===== config.mk =====
export PLATFORM = sky130hd
export DESIGN_NAME = inst_axi_rd_bridge
export DESIGN_NICKNAME = d
export VERILOG_FILES = /design/src/rtl/axi_defs.sv /design/src/rtl/inst_axi_rd_bridge.sv
export SDC_FILE = /design/constraint.sdc
export NUM_CORES = 1
export LEC_CHECK = 0
export ABC_AREA = 0
export BUFFER_PORTS_ARGS = -buffer_cell sky130_fd_sc_hd__clkbuf_2
export CORE_AREA = 2 2 96 98
export DETAILED_ROUTE_END_ITERATION = 10
export DIE_AREA = 0 0 98 100
export GPL_TIMING_DRIVEN = 0
export HOLD_SLACK_MARGIN = 0.15
export PLACE_DENSITY = 0.83
export SYNTH_ARGS = -nofsm -noshare
export SYNTH_HDL_FRONTEND = slang
export SYNTH_SLANG_ARGS = --single-unit

===== constraint.sdc =====
create_clock -name clk -period 6.4 [get_ports clk]
set_input_delay 0.32 -clock clk [delete_from_list [all_inputs] [get_ports clk]]
set_output_delay 0.32 -clock clk [all_outputs]
set_load 0.02 [all_outputs]

===== src/rtl/axi_defs.sv =====
// AXI4 encodings shared by the instruction-side bridge.
// Word size, INCR burst, response codes and cache attributes.
package axi_defs;

    localparam logic [2:0] AXI_SIZE_WORD  = 3'b010;
    localparam logic [1:0] AXI_BURST_INCR = 2'b01;
    localparam logic [1:0] AXI_RESP_OKAY  = 2'b00;
    localparam logic [3:0] AXI_CACHE_WB   = 4'b1111;
    localparam logic [3:0] AXI_CACHE_UC   = 4'b0000;

endpackage


===== src/rtl/inst_axi_rd_bridge.sv =====
// Fetch-side SRAM-like request port to single-beat AXI4 reads.
// One AR holding register, in-order returns, AR stall counter.
module inst_axi_rd_bridge
    import axi_defs::*;
#(
    parameter int         MAX_OUTSTANDING = 4,
    parameter logic [3:0] AXI_ID          = 4'd0,
    parameter int         CNT_W           = 4
) (
    input  logic        clk,
    input  logic        reset,
    input  logic        inst_req,
    input  logic        inst_cache,
    input  logic [31:0] inst_addr,
    output logic        inst_addr_ok,
    output logic        inst_data_ok,
    output logic [31:0] inst_rdata,
    output logic        inst_data_err,
    output logic [3:0]  arid,
    output logic [31:0] araddr,
    output logic [7:0]  arlen,
    output logic [2:0]  arsize,
    output logic [1:0]  arburst,
    output logic [3:0]  arcache,
    output logic        arvalid,
    input  logic        arready,
    input  logic [3:0]  rid,
    input  logic [31:0] rdata,
    input  logic [1:0]  rresp,
    input  logic        rlast,
    input  logic        rvalid,
    output logic        rready,
    output logic [31:0] perfcnt_ar_stall
);

    logic             r_arvalid;
    logic [31:0]      r_araddr;
    logic [3:0]       r_arcache;
    logic [CNT_W-1:0] r_outstanding;
    logic             r_data_ok;
    logic [31:0]      r_rdata;
    logic             r_data_err;
    logic [31:0]      r_ar_stall;

    logic w_slot_free;
    logic w_room;
    logic w_accept;
    logic w_rfire;
    logic w_unused_ok;

    assign w_slot_free = !r_arvalid || arready;
    assign w_room      = r_outstanding < CNT_W'(MAX_OUTSTANDING);
    assign w_accept    = inst_req && w_slot_free && w_room;
    assign w_rfire     = rvalid;
    // Single ID and single beat: rid/rlast carry no information here.
    assign w_unused_ok = ^{rid, rlast};

    always_ff @(posedge clk) begin
        if (reset) begin
            r_arvalid     <= 1'b0;
            r_araddr      <= '0;
            r_arcache     <= AXI_CACHE_UC;
            r_outstanding <= '0;
            r_data_ok     <= 1'b0;
            r_rdata       <= '0;
            r_data_err    <= 1'b0;
            r_ar_stall    <= '0;
        end else begin
            if (w_accept) begin
                r_arvalid <= 1'b1;
                r_araddr  <= inst_addr;
                r_arcache <= inst_cache ? AXI_CACHE_WB : AXI_CACHE_UC;
            end else if (arready) begin
                r_arvalid <= 1'b0;
            end

            // A stray R beat with nothing in flight leaves the count at 0.
            if (w_accept && !w_rfire) begin
                r_outstanding <= r_outstanding + CNT_W'(1);
            end else if (!w_accept && w_rfire && r_outstanding != '0) begin
                r_outstanding <= r_outstanding - CNT_W'(1);
            end

            r_data_ok <= rvalid;
            if (rvalid) begin
                r_rdata    <= rdata;
                r_data_err <= rresp != AXI_RESP_OKAY;
            end

            if (r_arvalid && !arready) begin
                r_ar_stall <= r_ar_stall + 32'd1;
            end
        end
    end

    assign inst_addr_ok     = w_accept;
    assign inst_data_ok     = r_data_ok;
    assign inst_rdata       = r_rdata;
    assign inst_data_err    = r_data_err;
    assign arid             = AXI_ID;
    assign araddr           = r_araddr;
    assign arlen            = 8'd0;
    assign arsize           = AXI_SIZE_WORD;
    assign arburst          = AXI_BURST_INCR;
    assign arcache          = r_arcache;
    assign arvalid          = r_arvalid;
    assign rready           = 1'b1;
    assign perfcnt_ar_stall = r_ar_stall;

endmodule


[Word-level counts from Yosys, hierarchy flattened]
Index checks and enable logic that the tools add are counted.
Word-level totals
  register bits after elaboration: 107
  input port bits: 77
  output and inout bits: 122
  logic and storage cells: 32
Cells by class
  add/subtract/negate cells: 3
  $lt $le $gt $ge: 1
  multiplexer cells: 5
  reduce and logical (&&, ||, !) cells: 15
Operator list (count)
  $add A32 B1 Y32 const B: 1
  $mux W4: 3
  $logic_and A1 B1 Y1: 6
  $reduce_bool A2 Y1: 3
  $add A4 B1 Y4 const B: 1
  $logic_not A1 Y1: 4
  $lt A4 B3 Y1 const B: 1
  $reduce_bool A4 Y1: 1
  $sub A4 B1 Y4 const B: 1
  $mux W1: 2
  $logic_or A1 B1 Y1: 1

[Logic depth before layout (Yosys ltp)]
  depth in word-level cells: 9
  gate-level depth with buffers: 7

[Worst setup path after synthesis]
Ideal clock, no wire load.
  path kind: reg-to-reg
  from: register r_outstanding[3]
  to: register r_outstanding[3]
  setup time: 72 ps
  arrival time: 2123 ps
  required time: 6328 ps
  slack: 4205 ps
  stages on the path, launching flop included: 8
  path buffers: 0
  cell sequence: dfxtp_1 > or3b_2 > nor3_2 > inv_1 > ha_1 > a21o_1 > a221oi_1 > mux2i_1
Between the ends
  cells in the longest elaborated chain, start to end: 6
  elaborated cells on any way between the ends: 12
  those cells by class: 2 x add/sub; 1 x order compare; 2 x mux; 7 x reduce/logical
RTL lines
  start: declaration: RTL line inst_axi_rd_bridge.sv:39  | logic [CNT_W-1:0] r_outstanding;
  start signal: assignment: RTL line inst_axi_rd_bridge.sv:79  | r_outstanding <= r_outstanding + CNT_W'(1);
  start signal: assignment: RTL line inst_axi_rd_bridge.sv:81  | r_outstanding <= r_outstanding - CNT_W'(1);
  $lt A4 B3 Y1: RTL line inst_axi_rd_bridge.sv:52  | assign w_room = r_outstanding < CNT_W'(MAX_OUTSTANDING);
  $logic_and A1 B1 Y1: RTL line inst_axi_rd_bridge.sv:53  | assign w_accept = inst_req && w_slot_free && w_room;
  $logic_not A1 Y1: RTL line inst_axi_rd_bridge.sv:80  | end else if (!w_accept && w_rfire && r_outstanding != '0) begin
  $logic_and A1 B1 Y1 (2 in a row): RTL line inst_axi_rd_bridge.sv:80
  $reduce_bool A2 Y1 (no source line)
Several ways; a longest one is shown, not always the timed one. The select of a mux whose other input is x is not followed.
A chain may end at the register's enable or synchronous reset.

[Final worst setup path]
Same ends and word-level chain as after synthesis.

==> flow_metrics.py <==
metrics = {
    "status": {
        "status": "complete, no violations",
    },
    "layout": {
        "drive_gt1_share_pct": 31.38,
        "stdcell_count": 809,
        "fin_area_um2": 5574,
        "fin_util_pct": 62.70,
        "layout_commonest_cell": "clkbuf_2",
        "final_cell_mix": "173 x clkbuf_2, 104 x dfxtp_1, 79 x nand2_1, 57 x a21oi_1, 46 x nor2_1",
        "diodes": 0,
        "area_growth_pct": 29.96,
        "final_nets": 774,
    },
    "logic_synthesis": {
        "ys_ff_latch": 104,
        "synth_cells": 491,
        "synthDistinctLibCells": 43,
        "ys_warn_count": 0,
        "syn_area_um2": 4289,
        "synth_seq_area_share_pct": 48.54,
        "synthArstFlopShare_pct": 0,
        "avgSynthCellArea_um2": 8.735,
        "synth_edf_count": 0,
        "synth_ff_type": "dfxtp_1",
    },
    "power_and_ir_drop": {
        "switching_power_uw": 532.4,
        "power_frac_clock_pct": 26.3,
        "seqPwrFrac_pct": 47.8,
        "sw_frac_of_total_pct": 33.70,
        "power.share.combinational_pct": 25.9,
        "power.leakage_uw": 0.002569,
        "p_per_area_nw_per_um2": 283.4,
        "vdd_ir_drop_max_mv": 0.1904,
        "p_int_uw": 1047,
    },
    "placement": {
        "hpwl_mm": 8.117,
        "placedCellCount": 791,
        "place_ws_ps": 3918,
        "io_buffers": 173,
        "place.gp.congestion": 0.8387,
        "placed_area_um2": 5354,
    },
    "hold_path": {
        "hp-class": "input port to flip-flop",
    },
    "clock_network": {
        "clk_path_buf_depth": 2,
        "path_clk_slew_ps": 100,
        "cts_tree": "built",
        "clock-sinks": 104,
        "cts_root_buffer": "clkbuf_8",
        "cts_resized": 0,
        "ctsHtreeMaxLevel": 3,
        "clk_latency_ps": 360,
        "numCtsBuffers": 9,
    },
    "global_route": {
        "grt_first_pass_wirelength_mm": 17.51,
        "grt_max_degree": 19,
        "grt_overflow": 0,
        "grt_pass1_vias": 3806,
        "grt_usage_pct": 21.55,
        "antenna_found_initial": 0,
    },
    "job": {
        "drv_cap": 0,
    },
    "setup_path": {
        "path_cells": "or3b_2 -> nor3_2 -> inv_1 -> ha_1 -> a21o_1 -> a221oi_1 -> mux2i_1",
        "crit_buf_inv": 1,
        "worst_ep_arrival_time_ps": 2740,
        "crit_type": "flip-flop to flip-flop",
        "cp-start-kind": "flip-flop",
        "critPathMaxStageDelay_ps": 510,
        "crit_family": "simple AND/OR/NAND/NOR gates",
        "crit_path_end_kind": "flip-flop",
        "crit_required_ps": 6700,
        "crit_fanout": 7,
        "slowest_stage": "or3b_2",
    },
    "timing": {
        "hold_viol_final": 0,
        "maxSlewViolCount": 0,
        "fin_crit_ps": 2443,
        "fin_ws_ps": 3957,
        "relSlewSlack_pct": 45.34,
        "setup_viol_count_final": 0,
        "rsz0062_at_grt": "false",
        "max_freq_mhz": 409.3,
        "finalCritPeriodShare_pct": 38.17,
        "clock_skew_ps": 9.854,
        "fin_tns_setup_ps": 0,
        "worst_slew_pin_slew_ps": 820.0,
    },
    "die": {
        "core_um2": 8890,
        "pin_count": 199,
        "num_rows": 35,
        "initial_core_util_pct": 48.25,
        "die_w_um": 98,
        "die_h_um": 100,
        "die_area_um2": 9800,
    },
    "detailed_routing": {
        "routed_via_density": 5.099,
        "vias": 4125,
        "firstDrtPassIters": 5,
        "wl_per_cell_um": 13.31,
        "ant_nets": 0,
        "drt_iter0_drc": 179,
        "drc_errors": 0,
        "routed_wl_mm": 10.77,
    },
}
final timing paths:
check                                 startpoint          endpoint  slack, ps  cells past startpoint
worst max-delay path            r_outstanding[3]  r_outstanding[3]       3960                      7
worst min-delay path                inst_addr[4]         araddr[4]        170                      3
worst max register to register  r_outstanding[3]  r_outstanding[3]       3960                      7
worst min register to register        araddr[26]        araddr[26]        460                      2
worst min-delay path: stages:
cell,delay (ps)
clkbuf_2,80
nand2_1,40
a21oi_1,50
per-stage QoR:
step / total power (µW) / hold WS (ps)
floorplan: 1048 / 456.0
global placement: 1160 / 441.1
detailed placement: 1179 / 446.6
CTS: 1596 / 150.1
global route: 1666 / 156.6
finish: 1580 / 169.5
cell usage after synthesis (9+ instances only):
| master | count | area, µm² |
|---|---|---|
| nand3_1 | 10 | 50.05 |
| nor2_1 | 46 | 172.7 |
| nand2_1 | 79 | 296.5 |
| or3_1 | 9 | 56.30 |
| a21oi_1 | 57 | 285.3 |
| mux2i_1 | 33 | 330.3 |
| clkbuf_1 | 22 | 82.58 |
| dfxtp_1 | 104 | 2082 |
| o31ai_1 | 13 | 97.59 |
| o21ai_0 | 9 | 45.04 |
| buf_4 | 21 | 157.7 |
| or4_1 | 15 | 112.6 |
layer usage:
| metal | up-vias | share of wire (%) | GRT usage (%) | wire, µm |
|---|---|---|---|---|
| li1 | 2055 | - | - | - |
| met1 | 1922 | 41 | 26.13 | 4396 |
| met2 | 136 | 51 | 37.36 | 5476 |
| met3 | 12 | 6.5 | 5.223 | 703 |
| met4 | 0 | 1.8 | 7.906 | 195 |
| met5 | - | 0 | 0 | 0 |
power groups by stage:
| stage | logic (µW) | clock network (µW) | registers [µW] |
|---|---|---|---|
| 3_3_place_gp | 395 | 0 | 765 |
| 6_report | 408 | 416 | 756 |
| 3_5_place_dp | 409 | 0 | 770 |
| 4_1_cts | 411 | 429 | 756 |
| 5_1_grt | 452 | 450 | 764 |
| 2_1_floorplan | 223 | 0 | 825 |
area by class of cell:
cell class / instances / area, µm²
fill: 776 / 3316
sequential: 104 / 2082
multi-input combinational: 345 / 1967
timing repair buffer: 175 / 885.9
buffer: 49 / 266.5
tap: 111 / 138.9
clock buffer: 9 / 123.9
clock inverter: 7 / 76.32
inverter: 9 / 33.78
flip-flops by register name (all words and copies together) (netlist names):
register and count:
inst_data_ok 1, araddr 32, perfcnt_ar_stall 32, inst_data_err 1, r_outstanding 4, arcache 1, arvalid 1, inst_rdata 32
cells by family after synthesis:
family                     share of synthesized area [%]
other                                             0.1751
AOI/OAI and AO/OA                                  11.32
muxes                                              7.964
xor gates and xnor gates                           2.246
adders and majority gates                          1.342
and+or+nand+nor                                    21.41
DFF                                                48.54
buffers and inverters                              7.001
timing repair:
item / CTS / global route
hold buffers: 2 / 0
endpoints found under the hold margin: 2 / 0
setup buffers: 0 / 0
(Power assumes the default switching activity.)
